### config.mk
export PLATFORM = sky130hd
export DESIGN_NAME = i2c_slave_regbank
export DESIGN_NICKNAME = d
export VERILOG_FILES = /design/src/rtl/i2c_pkg.sv /design/src/rtl/i2c_regbank_mem.sv /design/src/rtl/i2c_slave_regbank.sv
export SDC_FILE = /design/constraint.sdc
export NUM_CORES = 1
export LEC_CHECK = 0
export CAP_MARGIN = 20
export CORE_MARGIN = 2
export CORE_UTILIZATION = 30
export CTS_CLUSTER_SIZE = 10
export DETAILED_ROUTE_END_ITERATION = 16
export DONT_BUFFER_PORTS = 1
export PLACE_DENSITY = 0.55
export REMOVE_ABC_BUFFERS = 1
export SYNTH_ARGS = -nofsm -noshare
export SYNTH_HDL_FRONTEND = slang
export SYNTH_HIERARCHICAL = 1
export SYNTH_SLANG_ARGS = --single-unit
### constraint.sdc
create_clock -name clk -period 3.3 [get_ports clk]
set_input_delay 0.99 -clock clk [delete_from_list [all_inputs] [get_ports clk]]
set_output_delay 0.99 -clock clk [all_outputs]
set_load 0.02 [all_outputs]
### src/rtl/i2c_pkg.sv
// Shared types and defaults for the I2C slave register bank.
package i2c_pkg;

    typedef enum logic [1:0] {
        IDLE    = 2'd0,
        GET_PTR = 2'd1,
        WR_DATA = 2'd2,
        RD_DATA = 2'd3
    } state_e;

    localparam int         DEF_REG_NUM = 16;
    localparam logic [7:0] DEF_RST_VAL = 8'h00;

endpackage

### src/rtl/i2c_regbank_mem.sv
// Register array with an RO-gated I2C write port, a host write port and two async read ports.
module i2c_regbank_mem
    import i2c_pkg::*;
#(
    parameter int                 REG_NUM = DEF_REG_NUM,
    parameter int                 PTR_W   = $clog2(REG_NUM),
    parameter logic [REG_NUM-1:0] RO_MASK = {REG_NUM{1'b0}},
    parameter logic [7:0]         RST_VAL = DEF_RST_VAL
) (
    input  logic             clk,
    input  logic             rst_n,
    input  logic             i2c_we,
    input  logic [PTR_W-1:0] i2c_addr,
    input  logic [7:0]       i2c_wdata,
    output logic             i2c_wr_ok,
    input  logic             host_we,
    input  logic [PTR_W-1:0] host_addr,
    input  logic [7:0]       host_wdata,
    output logic             host_conflict,
    input  logic [PTR_W-1:0] rd_addr_a,
    output logic [7:0]       rd_data_a,
    input  logic [PTR_W-1:0] rd_addr_b,
    output logic [7:0]       rd_data_b
);

    logic [REG_NUM-1:0][7:0] mem_q, mem_d;

    // The I2C write is applied last so it overrides a host write to the same register.
    always_comb begin
        i2c_wr_ok     = i2c_we && !RO_MASK[i2c_addr];
        host_conflict = host_we && i2c_wr_ok && (host_addr == i2c_addr);
        mem_d         = mem_q;
        if (host_we)
            mem_d[host_addr] = host_wdata;
        if (i2c_wr_ok)
            mem_d[i2c_addr] = i2c_wdata;
    end

    always_ff @(posedge clk or negedge rst_n) begin
        if (!rst_n)
            mem_q <= {REG_NUM{RST_VAL}};
        else
            mem_q <= mem_d;
    end

    assign rd_data_a = mem_q[rd_addr_a];
    assign rd_data_b = mem_q[rd_addr_b];

endmodule

### src/rtl/i2c_slave_regbank.sv
// Byte-handshake back end for an I2C slave: pointer/data protocol FSM over a local register bank.
module i2c_slave_regbank
    import i2c_pkg::*;
#(
    parameter int                 REG_NUM = DEF_REG_NUM,
    parameter logic [REG_NUM-1:0] RO_MASK = {REG_NUM{1'b0}},
    parameter logic [7:0]         RST_VAL = DEF_RST_VAL,
    localparam int                PTR_W   = $clog2(REG_NUM)
) (
    input  logic             clk,
    input  logic             rst_n,
    input  logic             rd_reg_full,
    input  logic [7:0]       byte_rd_o,
    output logic             rd_clr,
    input  logic             wr_reg_empty,
    output logic [7:0]       byte_wr_i,
    output logic             wr_rdy,
    input  logic             addr_match,
    input  logic             trans_dir,
    input  logic             get_nack,
    input  logic             trans_stop,
    input  logic             bus_err,
    input  logic             host_we,
    input  logic [PTR_W-1:0] host_addr,
    input  logic [7:0]       host_wdata,
    output logic [7:0]       host_rdata,
    output logic             host_conflict,
    output logic             i2c_wr_stb,
    output logic [PTR_W-1:0] i2c_wr_addr,
    output logic [PTR_W-1:0] reg_ptr,
    output logic             busy,
    output logic             err_sticky,
    input  logic             err_clr
);

    state_e           state_q, state_d;
    logic [PTR_W-1:0] ptr_q, ptr_d;
    logic             addr_match_q;
    logic             dir_q, dir_d;
    logic             rd_clr_q, rd_clr_d;
    logic             wr_rdy_q, wr_rdy_d;
    logic [7:0]       byte_wr_q, byte_wr_d;
    logic             stb_q, stb_d;
    logic [PTR_W-1:0] stb_addr_q, stb_addr_d;
    logic             conflict_q;
    logic             err_q, err_d;

    logic             addr_evt;
    logic             i2c_we;
    logic             i2c_wr_ok;
    logic             mem_conflict;
    logic [7:0]       ptr_rdata;

    // New transaction on a fresh match, or a repeated start that flips the direction.
    assign addr_evt = addr_match && (!addr_match_q || (trans_dir != dir_q));

    always_comb begin
        state_d    = state_q;
        ptr_d      = ptr_q;
        dir_d      = dir_q;
        // Every received byte is consumed, whatever the state, so the slave never stalls.
        rd_clr_d   = rd_reg_full && !rd_clr_q;
        wr_rdy_d   = 1'b0;
        byte_wr_d  = byte_wr_q;
        i2c_we     = 1'b0;
        err_d      = bus_err ? 1'b1 : (err_clr ? 1'b0 : err_q);

        if (addr_evt)
            dir_d = trans_dir;

        if (trans_stop || bus_err) begin
            state_d = IDLE;
        end else if (addr_evt) begin
            state_d = trans_dir ? RD_DATA : GET_PTR;
        end else begin
            case (state_q)
                GET_PTR: begin
                    if (rd_clr_d) begin
                        ptr_d   = byte_rd_o[PTR_W-1:0];
                        state_d = WR_DATA;
                    end
                end
                WR_DATA: begin
                    if (rd_clr_d) begin
                        i2c_we = 1'b1;
                        ptr_d  = ptr_q + PTR_W'(1);
                    end
                end
                RD_DATA: begin
                    // A byte still sitting in the transmit register was never sent: rewind.
                    if (get_nack) begin
                        if (!wr_reg_empty)
                            ptr_d = ptr_q - PTR_W'(1);
                        state_d = IDLE;
                    end else if (wr_reg_empty && !wr_rdy_q) begin
                        byte_wr_d = ptr_rdata;
                        wr_rdy_d  = 1'b1;
                        ptr_d     = ptr_q + PTR_W'(1);
                    end
                end
                default: ;
            endcase
        end

        stb_d      = i2c_wr_ok;
        stb_addr_d = i2c_wr_ok ? ptr_q : stb_addr_q;
    end

    always_ff @(posedge clk or negedge rst_n) begin
        if (!rst_n) begin
            state_q      <= IDLE;
            ptr_q        <= '0;
            addr_match_q <= 1'b0;
            dir_q        <= 1'b0;
            rd_clr_q     <= 1'b0;
            wr_rdy_q     <= 1'b0;
            byte_wr_q    <= 8'h00;
            stb_q        <= 1'b0;
            stb_addr_q   <= '0;
            conflict_q   <= 1'b0;
            err_q        <= 1'b0;
        end else begin
            state_q      <= state_d;
            ptr_q        <= ptr_d;
            addr_match_q <= addr_match;
            dir_q        <= dir_d;
            rd_clr_q     <= rd_clr_d;
            wr_rdy_q     <= wr_rdy_d;
            byte_wr_q    <= byte_wr_d;
            stb_q        <= stb_d;
            stb_addr_q   <= stb_addr_d;
            conflict_q   <= mem_conflict;
            err_q        <= err_d;
        end
    end

    i2c_regbank_mem #(
        .REG_NUM (REG_NUM),
        .PTR_W   (PTR_W),
        .RO_MASK (RO_MASK),
        .RST_VAL (RST_VAL)
    ) u_mem (
        .clk           (clk),
        .rst_n         (rst_n),
        .i2c_we        (i2c_we),
        .i2c_addr      (ptr_q),
        .i2c_wdata     (byte_rd_o),
        .i2c_wr_ok     (i2c_wr_ok),
        .host_we       (host_we),
        .host_addr     (host_addr),
        .host_wdata    (host_wdata),
        .host_conflict (mem_conflict),
        .rd_addr_a     (host_addr),
        .rd_data_a     (host_rdata),
        .rd_addr_b     (ptr_q),
        .rd_data_b     (ptr_rdata)
    );

    assign rd_clr        = rd_clr_q;
    assign wr_rdy        = wr_rdy_q;
    assign byte_wr_i     = byte_wr_q;
    assign i2c_wr_stb    = stb_q;
    assign i2c_wr_addr   = stb_addr_q;
    assign host_conflict = conflict_q;
    assign reg_ptr       = ptr_q;
    assign busy          = (state_q != IDLE);
    assign err_sticky    = err_q;

endmodule

# --- Word level (Yosys, flattened, before mapping) ---
# Memory sizes are Yosys's and may differ from the RTL's.
# Cells that the tools add are included.
classes:
  n_eq_ne: 11
  bitwise_logic: 3
  n_reduce_logical: 21
  addsub: 2
  magnitude_cmp: 4
  muxes: 36
op_table:
  columns: ["op", "count"]
  rows:
  - ["$bwmux 128", 2]
  - ["$mux 128", 2]
  - ["$bmux 8 s4", 2]
  - ["$demux 8 s4", 2]
  - ["$mux 8", 4]
  - ["$mux 4", 5]
  - ["$mux 1", 12]
  - ["$pmux 4 s3", 1]
  - ["$lt 4x5->1 const B", 2]
  - ["$mux 2", 5]
  - ["$ge 4x1->1 const B", 2]
  - ["$logic_and 1x1->1", 8]
  - ["$ne 4x4->1 const B", 2]
  - ["$reduce_and 7->1", 1]
  - ["$ne 3x3->1 const B", 2]
  - ["$reduce_and 5->1", 1]
  - ["$add 4x1->4 const B", 1]
  - ["$eq 2x2->1 const B", 2]
  - ["$eq 4x4->1", 1]
  - ["$logic_not 1->1", 4]
  - ["$ne 2x2->1 const B", 2]
  - ["$pmux 2 s2", 1]
  - ["$reduce_bool 2->1", 2]
  - ["$reduce_bool 4->1", 1]
  - ["other kinds (7)", 10]
totals:
  wordCells: 105
  ff_bits: 153
  output_inout_bits: 30
  mem_count: 1
  rom_bits: 16
memory_table:
  columns: ["memory", "words", "word_bits", "read_ports", "rd_clocked_by_memory_dff", "wr", "line_no", "text"]
  rows:
  - ["(name not given)", 16, 1, 1, 0, 0, "i2c_regbank_mem.sv:30", "i2c_wr_ok = i2c_we && !RO_MASK[i2c_addr];"]

# --- Longest topological paths before layout ---
# Gate-level depths: netlist of run 1.
depth:
  depth_word: 9
  mapped_depth: 9
  mapped_depth_nobuf: 7

# --- Modules after synthesis ---
# The synthesis of run 1 kept the hierarchy.
by_module_without_submodules:
  columns: ["module", "cells_each", "area_each_um2", "n_inst"]
  rows:
  - ["i2c_regbank_mem", 961, 8652.0, 1]
  - ["i2c_slave_regbank", 91, 1126.1, 1]

# --- Least setup slack after synthesis of run 1 ---
# Ideal clock, no wire load.
synth_timing:
  kind: "input port to output port"
  from: "input port host_addr[0]"
  to: "output port host_rdata[4]"
  path_slack_ns: 0.024
  path_buffers: 2
  t_required_ns: 2.310
  arrival_ns: 2.286
  stages: 5
  path_cell_list: "buf_2 > buf_2 > mux4_2 > a22oi_1 > nand2_1"
synth_via:
  elab_chain_len: 2
synth_lines:
  columns: ["element", "line_no", "text"]
  rows:
  - ["start: declaration", "i2c_slave_regbank.sv:24", "input logic [PTR_W-1:0] host_addr,"]
  - ["$bmux 8 s4", "i2c_regbank_mem.sv:46", "assign rd_data_a = mem_q[rd_addr_a];"]
  - ["$mux 8 (not written as such)", "i2c_regbank_mem.sv:46", null]
  - ["end: declaration", "i2c_slave_regbank.sv:26", "output logic [7:0] host_rdata,"]
# No other way between the ends. The select of a mux whose other input is x is not followed.

# --- Worst setup path in the final report of run 1 ---
layout_timing:
  from: "input port host_addr[0]"
  to: "output port host_rdata[1]"
# The elaborated chain is that of the path after synthesis.

==> results of run 1 <==
-- worst max-delay path, stage by stage --
cell and delay, ns:
mux4_2 0.53, a22oi_1 0.26, nand2_1 0.25
-- state kept, by name, summed over array words and instances (netlist names) --
name,cells
host_conflict,1
i2c_wr_addr,4
i2c_wr_stb,1
byte_wr_i,8
u_mem/mem_q,128
reg_ptr,4
wr_rdy,1
rd_clr,1
dir_q,1
err_sticky,1
addr_match_q,1
state_q,2
-- final cells by class --
type	count	area [um2]
fill	3276	21600
clock inverter	11	150
multi-input combinational	737	5300
clock buffer	21	440
inverter	5	18.8
timing repair buffer	48	398
sequential	153	3830
tap	442	553
-- cells in the mapped netlist (3+ instances only) --
master,n,area [um2]
dfrtp_1,153,3830
nand3_1,132,661
nor3_1,130,651
a31oi_1,129,807
clkbuf_1,107,402
o21ai_0,67,335
o21ai_1,67,335
mux4_2,64,1440
a22oi_1,32,240
buf_2,28,140
nand2_1,26,97.6
buf_1,15,56.3
mux2_2,13,146
or2_1,13,81.3
nor2b_1,7,43.8
inv_1,5,18.8
mux2i_1,5,50.1
nand2b_1,5,31.3
or2_0,5,31.3
xor2_1,5,43.8
clkbuf_2,4,20.0
nand3b_1,4,30.0
nor2_1,4,15.0
and2_1,3,18.8
buf_4,3,22.5
-- routing by layer --
layer | routed length, um | share of wire [%]
met4 | 1270 | 3.4
met1 | 15100 | 40
met3 | 4000 | 11
met5 | 0 | 0
met2 | 17000 | 46
-- power by group through the flow --
stage                     Sequential [uW]  Combinational (uW)  Clock (uW)
final                                2640                1740        2040
after global routing                 2680                1860        2150
after global placement               2640                1690           0
after CTS                            2620                1710        2060
after detailed placement             2650                1710           0
after floorplan                      2530                1150           0
-- worst paths after layout --
path / slack (ns) / startpoint / to
min: 0.27 / rst_n / i2c_wr_addr[1]
max: 0.26 / host_addr[0] / host_rdata[1]
max in group asynchronous: 2.73 / rst_n / u_mem/mem_q[20]
max reg2reg: 0.68 / dir_q / u_mem/mem_q[2]
min in group clk: 0.53 / dir_q / dir_q
min reg2reg: 0.53 / dir_q / dir_q
-- per-stage QoR --
step	util [%]	TNS (ns)	total power [uW]	area, um2	hold WS, ns
floorplan	-	-35.96	3680	9140	0.501
global placement	31.3	0	4330	10100	0.509
detailed placement	31.3	0	4360	10100	0.518
CTS	33.1	0	6390	10700	0.241
global route	33.1	0	6690	10700	0.240
finish	33.1	0	6420	10700	0.267
-- kinds of logic after synthesis --
| group | Yosys count |
|---|---|
| and+or+nand+nor | 344 |
| AOI/OAI and AO/OA | 302 |
| buffers and inverters | 162 |
| adders and majority gates | 3 |
| xor gates and xnor gates | 6 |
| muxes | 82 |
| DFF | 153 |
==> metrics.cfg, run 1 <==
[status]
status=finished clean

[timing]
slew_viol_final=0
post-route-period-util_pct=92.3
hold_viol_final=0
setup_violations=0
finalWorstSetupSlack_ns=0.255
relSlewSlack_pct=35.7
worst_pin_slew_ns=0.965
rsz0062_at_grt=no
max_freq_mhz=328
min_period_ns=3.04
skew_ns=0.0110

[worst_setup_path]
worstPathRequired_ns=2.31
crit_fanout=41
crit_type=primary input to primary output
worstRegToRegCells=8
start_kind=primary input
worstPathArrival_ns=2.05
end_kind=primary output

[power]
power_switching_uw=2180
p_int_uw=4230
p_per_area_mw_per_mm2=600
switching_share_pct=34.0
seqPwrFrac_pct=41.1
leakage_uw=0.00377
peakVddDrop_mv=0.368
clock_power_share_pct=31.7
comb_power_share_pct=27.2

[route]
dr.pass1.iters=5
drc=0
drt_iter0_markers=1309
wl_um=37400
drt-vias-per-instance=6.41
vias=9079
ant_nets=0
routedWlPerCell_um=26.4

[global_route]
use_met3_pct=5.81
antenna_found_initial=0
grtUsageTotal_pct=22.1
use_met2_pct=33.9
grt_max_degree=154
grt_pass1_wl_um=56300
gr-max-usage-layer=met2
first_global_vias=8544
met1_usage_pct=30.1
overflow=0

[placed_design]
place_congestion=0.876
pre_cts_ws_ns=0.159
placedCellCount=1385
numPortBuffers=0
dp_hpwl_um=23700

[cts]
clk_path_buf_depth=2
cts_hold_buffers=0
cts.clk_slew.worst_paths_ns=0.06
cts_tree=done
cts_resized=0
cts_setup_buffers=0
htreeDepth=4
cts_buffers=17
cts-root-buf=clkbuf_16
insertion_delay_ns=0.44
numClockSinks=153

[synthesis]
synth-adder-area-share_pct=0.358
synth_cell_types=46
synth_seq_area_share_pct=39.2
synth-main-ff-cell=dfrtp_1
synth_top_family_by_area=simple AND/OR/NAND/NOR gates
synth_xor_xnor_area_share_pct=0.537
synth-simple-area-share_pct=18.4
synth_cells=1052
synth_edf_count=0
mappedNetlistArea_mm2=0.00978
muxShareOfSynthArea_pct=16.7
avgSynthCellArea_um2=9.29
synth_warnings=6
synth_compound_area_share_pct=18.1
ys_seq_elements=153
synth-async-reset-ratio_pct=100

[die]
row_count=66
fp.dieH_um=185
pin_count=61
design.core.area_mm2=0.0323
die-area_mm2=0.0341
die_x_um=185
start_util_pct=30.3

[cells_and_area]
antenna_cells=0
nets=995
final_common_cell=dfrtp_1
final_cell_mix=dfrtp_1 (151), nand3_1 (132), nor3_1 (130)
drive_gt1_share_pct=16.8
area_delta_synth_final_pct=9.38
finalNonFillerCells=1417

[worst_hold_path]
hp-class=primary input to async pin

[job]
cap_violations=0

Power figures use the tool's default switching activity.
==> run 2: changes to the inputs <==
Settings changed: CTS_CLUSTER_SIZE 10 to 12.
==> results of run 2 <==
The final DEF is identical to that of run 1; final timing and power are the same.
